**src/rtl/mem_bus_responder_if.sv**
```systemverilog
// CPU-side request/response bundle of the memory bus responder.
// master: requester (drives req_*), slave: responder (drives resp_*, busy).
interface mem_bus_responder_if;
   logic [15:0] req_addr;
   logic        req_rd;
   logic        req_wr;
   logic [7:0]  req_wdata;
   logic [7:0]  resp_rdata;
   logic        resp_ready;
   logic        busy;

   modport master (
      output req_addr, req_rd, req_wr, req_wdata,
      input  resp_rdata, resp_ready, busy
   );

   modport slave (
      input  req_addr, req_rd, req_wr, req_wdata,
      output resp_rdata, resp_ready, busy
   );
endinterface

```
**src/rtl/mem_bus_responder.sv**
```systemverilog
// GameBoy memory bus responder: HRAM/IE served locally, rest forwarded.
// Ports: clk, rst_n, bus (slave), ext_* port, ie_reg, timeout_err.
// Macro GB_ECHO_RAM_EN: forward E000-FDFF as C000-DDFF when defined.
module mem_bus_responder #(
   parameter int         EXT_TIMEOUT = 15,
   parameter logic [7:0] HRAM_INIT   = 8'h00
) (
   input  logic                      clk,
   input  logic                      rst_n,
   mem_bus_responder_if.slave        bus,
   output logic [15:0]               ext_addr,
   output logic                      ext_rd,
   output logic                      ext_wr,
   output logic [7:0]                ext_wdata,
   input  logic [7:0]                ext_rdata,
   input  logic                      ext_ack,
   output logic [7:0]                ie_reg,
   output logic                      timeout_err
);

   typedef enum logic [1:0] {IDLE, EXT, DONE} state_t;

   localparam logic [7:0] TMO_LAST = 8'(EXT_TIMEOUT - 1);

   state_t      state, state_nx;
   logic [7:0]  hram [0:126];
   logic [7:0]  rdata_q;
   logic [7:0]  wait_cnt;
   logic [15:0] addr;
   logic [6:0]  hidx;
   logic        acc_wr, acc_rd, acc_any;
   logic        is_hram, is_ie, is_dead, is_ext, is_echo;
   logic [15:0] fwd_addr;
   logic        tmo_hit;

   assign addr    = bus.req_addr;
   assign hidx    = addr[6:0];
   // both strobes high is a write
   assign acc_wr  = bus.req_wr;
   assign acc_rd  = bus.req_rd & ~bus.req_wr;
   assign acc_any = bus.req_rd | bus.req_wr;

   assign is_echo = (addr >= 16'hE000) && (addr <= 16'hFDFF);
   assign is_ie   = (addr == 16'hFFFF);
   assign is_hram = (addr >= 16'hFF80) && !is_ie;

`ifdef GB_ECHO_RAM_EN
   assign is_dead  = (addr >= 16'hFEA0) && (addr <= 16'hFEFF);
   assign fwd_addr = is_echo ? addr - 16'h2000 : addr;
`else
   assign is_dead  = ((addr >= 16'hFEA0) && (addr <= 16'hFEFF))
                     || is_echo;
   assign fwd_addr = addr;
`endif

   assign is_ext  = !(is_hram || is_ie || is_dead);
   assign tmo_hit = (wait_cnt == TMO_LAST);

   assign bus.resp_rdata = rdata_q;
   assign bus.resp_ready = (state == DONE);
   assign bus.busy       = (state != IDLE);

   always_ff @(posedge clk or negedge rst_n) begin
      if (!rst_n) state <= IDLE;
      else        state <= state_nx;
   end

   always_comb begin
      state_nx = state;
      case (state)
         IDLE: if (acc_any) state_nx = is_ext ? EXT : DONE;
         EXT:  if (ext_ack || tmo_hit) state_nx = DONE;
         DONE: state_nx = IDLE;
         default: state_nx = IDLE;
      endcase
   end

   always_ff @(posedge clk or negedge rst_n) begin
      if (!rst_n) begin
         rdata_q     <= 8'h00;
         ext_addr    <= 16'h0000;
         ext_rd      <= 1'b0;
         ext_wr      <= 1'b0;
         ext_wdata   <= 8'h00;
         wait_cnt    <= 8'h00;
         ie_reg      <= 8'h00;
         timeout_err <= 1'b0;
         for (int i = 0; i < 127; i++) hram[i] <= HRAM_INIT;
      end else begin
         case (state)
            IDLE: begin
               if (acc_any) begin
                  if (is_ext) begin
                     ext_addr  <= fwd_addr;
                     ext_wdata <= bus.req_wdata;
                     ext_rd    <= acc_rd;
                     ext_wr    <= acc_wr;
                     wait_cnt  <= 8'h00;
                  end else if (acc_wr) begin
                     if (is_ie)        ie_reg     <= bus.req_wdata;
                     else if (is_hram) hram[hidx] <= bus.req_wdata;
                  end else begin
                     if (is_ie)        rdata_q <= ie_reg;
                     else if (is_hram) rdata_q <= hram[hidx];
                     else              rdata_q <= 8'hFF;
                  end
               end
            end
            EXT: begin
               // an ack in the final wait cycle beats the timeout
               if (ext_ack) begin
                  ext_rd <= 1'b0;
                  ext_wr <= 1'b0;
                  if (ext_rd) rdata_q <= ext_rdata;
               end else if (tmo_hit) begin
                  ext_rd      <= 1'b0;
                  ext_wr      <= 1'b0;
                  rdata_q     <= 8'hFF;
                  timeout_err <= 1'b1;
               end else begin
                  wait_cnt <= wait_cnt + 8'd1;
               end
            end
            default: ;
         endcase
      end
   end

endmodule

```
**src/flat_wrapper.sv**
```systemverilog
// flat-port wrapper written by rule: the top's interface ports become plain ports
module mem_bus_responder_flat 
#(
   parameter int         EXT_TIMEOUT = 15,
   parameter logic [7:0] HRAM_INIT   = 8'h00
)
  (clk, rst_n, ext_addr, ext_rd, ext_wr, ext_wdata, ext_rdata, ext_ack, ie_reg, timeout_err, bus_req_addr, bus_req_rd, bus_req_wr, bus_req_wdata, bus_resp_rdata, bus_resp_ready, bus_busy);
  mem_bus_responder_if bus_i ();
  input  logic clk;
  input  logic rst_n;
  output logic [15:0] ext_addr;
  output logic ext_rd;
  output logic ext_wr;
  output logic [7:0] ext_wdata;
  input  logic [7:0] ext_rdata;
  input  logic ext_ack;
  output logic [7:0] ie_reg;
  output logic timeout_err;
  input wire logic [$bits(bus_i.req_addr)-1:0] bus_req_addr;
  input wire logic [$bits(bus_i.req_rd)-1:0] bus_req_rd;
  input wire logic [$bits(bus_i.req_wr)-1:0] bus_req_wr;
  input wire logic [$bits(bus_i.req_wdata)-1:0] bus_req_wdata;
  output wire logic [$bits(bus_i.resp_rdata)-1:0] bus_resp_rdata;
  output wire logic [$bits(bus_i.resp_ready)-1:0] bus_resp_ready;
  output wire logic [$bits(bus_i.busy)-1:0] bus_busy;
  assign bus_i.req_addr = bus_req_addr;
  assign bus_i.req_rd = bus_req_rd;
  assign bus_i.req_wr = bus_req_wr;
  assign bus_i.req_wdata = bus_req_wdata;
  assign bus_resp_rdata = bus_i.resp_rdata;
  assign bus_resp_ready = bus_i.resp_ready;
  assign bus_busy = bus_i.busy;
  mem_bus_responder #(.EXT_TIMEOUT(EXT_TIMEOUT), .HRAM_INIT(HRAM_INIT)) u_core (.clk(clk), .rst_n(rst_n), .bus(bus_i), .ext_addr(ext_addr), .ext_rd(ext_rd), .ext_wr(ext_wr), .ext_wdata(ext_wdata), .ext_rdata(ext_rdata), .ext_ack(ext_ack), .ie_reg(ie_reg), .timeout_err(timeout_err));
endmodule
```
**config.mk**
```make
export PLATFORM = sky130hd
export DESIGN_NAME = mem_bus_responder_flat
export DESIGN_NICKNAME = d
export VERILOG_FILES = /design/src/rtl/mem_bus_responder_if.sv /design/src/rtl/mem_bus_responder.sv /design/src/flat_wrapper.sv
export SDC_FILE = /design/constraint.sdc
export NUM_CORES = 2
export LEC_CHECK = 0
export CORE_MARGIN = 1
export CORE_UTILIZATION = 59
export CTS_BUF_LIST = sky130_fd_sc_hd__clkbuf_4 sky130_fd_sc_hd__clkbuf_8 sky130_fd_sc_hd__clkbuf_16
export DETAILED_ROUTE_END_ITERATION = 8
export DONT_BUFFER_PORTS = 1
export PLACE_DENSITY = 0.73
export SYNTH_ARGS = -nofsm -noshare
export SYNTH_HDL_FRONTEND = slang
export SYNTH_SLANG_ARGS = --single-unit
```
**constraint.sdc**
```tcl
create_clock -name clk -period 6.3 [get_ports clk]
set_input_delay 0.945 -clock clk [delete_from_list [all_inputs] [get_ports clk]]
set_output_delay 0.945 -clock clk [all_outputs]
set_load 0.005 [all_outputs]
```
==> metrics.csv <==
stage,metric,value,unit
run_status,status,completed,
final_layout,reg_top3,"u_core.hram (1016), u_core.ext_addr (16)",
timing,period_needed,3.84,ns
grt,grt_usage,34.8,%
clock_tree,cts_buffer_depth,3,
timing,whs,0.220,ns
floorplanning,fp.dieH,291,um
critical_path,slowest_delay,0.93,ns
clock_tree,cts_root_buf,clkbuf_16,
drt,ant_nets,0,
clock_tree,cts_hold_buf,0,
clock_tree,cts_buffers,107,
timing,setup_viol,0,
logic_synthesis,synth_warnings,0,
floorplanning,ioPinCount,82,
floorplanning,die-width,291,um
logic_synthesis,async_flop_share,100,%
power,totalPowerFinal,14.7,mW
final_layout,top_register,u_core.hram,
grt,grt_overflow,0,
drt,vias,33300,
timing,fin_tns_setup,0,ns
critical_path,path_depth,6,
timing,worst_pin_slew,1.19,ns
timing,clock_skew,0.0298,ns
critical_path,cpMaxStageDelayCell,nor3_4,
clock_tree,clk_pin_slew,0.06,ns
clock_tree,postCtsSetupBuffers,0,
clock_tree,clk_latency,0.69,ns
critical_path,cpMostUsedCell,nand2_1,
floorplanning,placementRows,105,
logic_synthesis,synth_edf_count,0,
drt,avgRoutedWirePerCell,31.2,um
timing,final.period_utilization,60.9,%
logic_synthesis,synth.distinct_cells,80,
critical_path,startpoint_type,flop,
logic_synthesis,netlist_area,49300,um2
timing,max_slew_margin,20.1,%
critical_path,critical_path_class,reg2reg,
final_layout,final_util,65.3,%
timing,hold_viol_final,0,
final_layout,largest_reg_flops,1016,
final_layout,fill_cells,5903,
final_layout,area_growth,9.07,%
timing,rsz0062_at_grt,no,
drt,wirelength,147000,um
placed_design,gp_congestion,0.952,
floorplanning,core-area,82400,um2
power,p_leak,26.9,nW
timing,fmax,0.261,GHz
timing,maxSlewViolCount,0,
grt,first_global_vias,33500,
grt,antenna_found_initial,1,
grt,grt_pass1_wl,221000,um
drt,drc_errors,0,
placed_design,place_hpwl,87100,um
critical_path,critical_path.max_fanout,8,
logic_synthesis,syn-num-nets,3732,
power,pwr_density_cell,273,nW/um2
floorplanning,die_area,84700,um2
logic_synthesis,yosysSeqAreaShare,54.2,%
job,maxCapViolations,0,
critical_path,cp_num_buf_inv,0,
critical_path,rr_worst_depth,6,
logic_synthesis,synth-main-ff-cell,dfrtp_1,
logic_synthesis,synth_area_per_cell,13.4,um2
drt,drtIter0Drc,3648,
grt,grt_max_degree,1070,
critical_path,crit_path_end_kind,flop,
drt,dr.pass1.iters,8,
placed_design,portBuffers,0,
clock_tree,cts_tree,done,
final_layout,drive_above_1_share,30.1,%
logic_synthesis,synth_seq_cells,1069,
power,vdd_drop_max,0.248,mV
hold_path,min_path_type,in2async,
floorplanning,initial_core_util,59.9,%
drt,vias_per_cell,7.05,
clock_tree,cts-htree-levels,3,
logic_synthesis,syn_inst,3693,
critical_path,ff2ff_setup_slack,2.46,ns
clock_tree,clkSinkCount,1069,
clock_tree,cts.repair.resized,0,
final_layout,nets,3603,
critical_path,crit_family,simple AND/OR/NAND/NOR gates,
critical_path,crit_chain,nor2_2 > nand2_1 > or4_1 > nor3_4 > nand2_1 > mux2_2,
critical_path,cp.required,6.86,ns
critical_path,cp.arrival,4.40,ns
[through the flow]
step | setup slack (ns) | area (um2) | cells
floorplan | 3.12 | 49300 | 3693
global placement | 2.23 | 49900 | 4519
detailed placement | 2.19 | 49900 | 4519
CTS | 2.58 | 53600 | 4715
global route | 2.40 | 53800 | 4721
finish | 2.46 | 53800 | 4722
[worst paths after layout]
path / start / to
setup / recovery: u_core.state[0]$_DFFE_PN0P_ / u_core.hram[433]$_DFFE_PN0P_
hold / removal: rst_n / u_core.hram[781]$_DFFE_PN0P_
setup reg to reg: u_core.state[0]$_DFFE_PN0P_ / u_core.hram[433]$_DFFE_PN0P_
hold reg to reg: u_core.hram[857]$_DFFE_PN0P_ / u_core.hram[857]$_DFFE_PN0P_
max in group asynchronous: rst_n / u_core.hram[559]$_DFFE_PN0P_
min in group clk: bus_req_addr[13] / u_core.ext_addr[13]$_DFFE_PN0P_
[where the power goes]
part | switching [mW] | leakage [nW] | internal [mW]
combinational | 0.625 | 10.1 | 0.245
clock | 2.75 | 1.89 | 3.95
sequential | 0.145 | 14.9 | 6.99
[layer usage]
layer  vias up  track usage (%)  part of all wire (%)
met5         -                0                 0.031
met4         2             16.7                   5.6
met2      1846             52.9                    46
met3       451             8.13                   9.6
li1      13500                -                     -
met1     17500             47.4                    39
[layout make-up]
cell class / instances / area, um2 / share of cell area (%)
inverter: 19 / 71.3 / 0.133
multi-input combinational: 2312 / 21300 / 39.6
sequential: 1069 / 26800 / 49.7
tap: 1070 / 1340 / 2.49
clock inverter: 40 / 458 / 0.851
clock buffer: 156 / 3290 / 6.11
timing repair buffer: 55 / 558 / 1.04
antenna: 1 / 2.50 / 0.00465
[cells in the mapped netlist, drive strengths merged, types with 17 or more instances]
master  instances  area (um2)
nor2          109         439
a21oi          70         350
dfrtp        1069       26800
mux2         1094       12300
mux4           47        1060
nand2         237        1060
a22oi          64         480
a31oi          21         138
inv            18        67.6
nor3           32         258
nand3          42         210
a221oi        165        1450
o21ai          67         335
clkbuf        202         758
mux2i         127        1270
nand4          17         106
buf            91         468
o221ai         18         158
[cells by family (layout without fill, tap and decap cells)]
kind of cell,count (synthesis),in the layout,share of synthesized area (%)
AND/OR/NAND/NOR,493,493,4.98
buffers and inverters,312,270,2.63
flip-flops,1069,1069,54.2
adder cells (fa/ha/maj),2,2,0.0507
XOR/XNOR,6,6,0.107
other,0,1,0
multiplexers,1268,1268,29.7
AO/OA/AOI/OAI,543,543,8.28
[cell usage in the layout, fill, tap and decap left out, types with 8 or more instances in the layout]
cell,n
mux2i_1,127
o21ai_0,65
nand3_1,42
dfrtp_1,1069
a22oi_1,64
nand2_2,41
clkbuf_4,16
inv_1,16
nor2_1,95
nand2_1,187
clkbuf_8,30
mux2_1,392
a21oi_1,70
mux2_2,702
o221ai_1,18
a31oi_1,20
nand2_4,9
a221oi_1,165
a22o_1,10
o211ai_1,8
mux4_2,47
a211oi_1,10
o22ai_1,13
clkbuf_16,110
nor2_2,13
bufinv_16,8
and3_1,10
clkinv_2,22
nor3_1,19
a221o_1,13
nand4_1,17
buf_4,47
o2bb2ai_1,12
No activity file was read; power rests on OpenSTA's default activity.
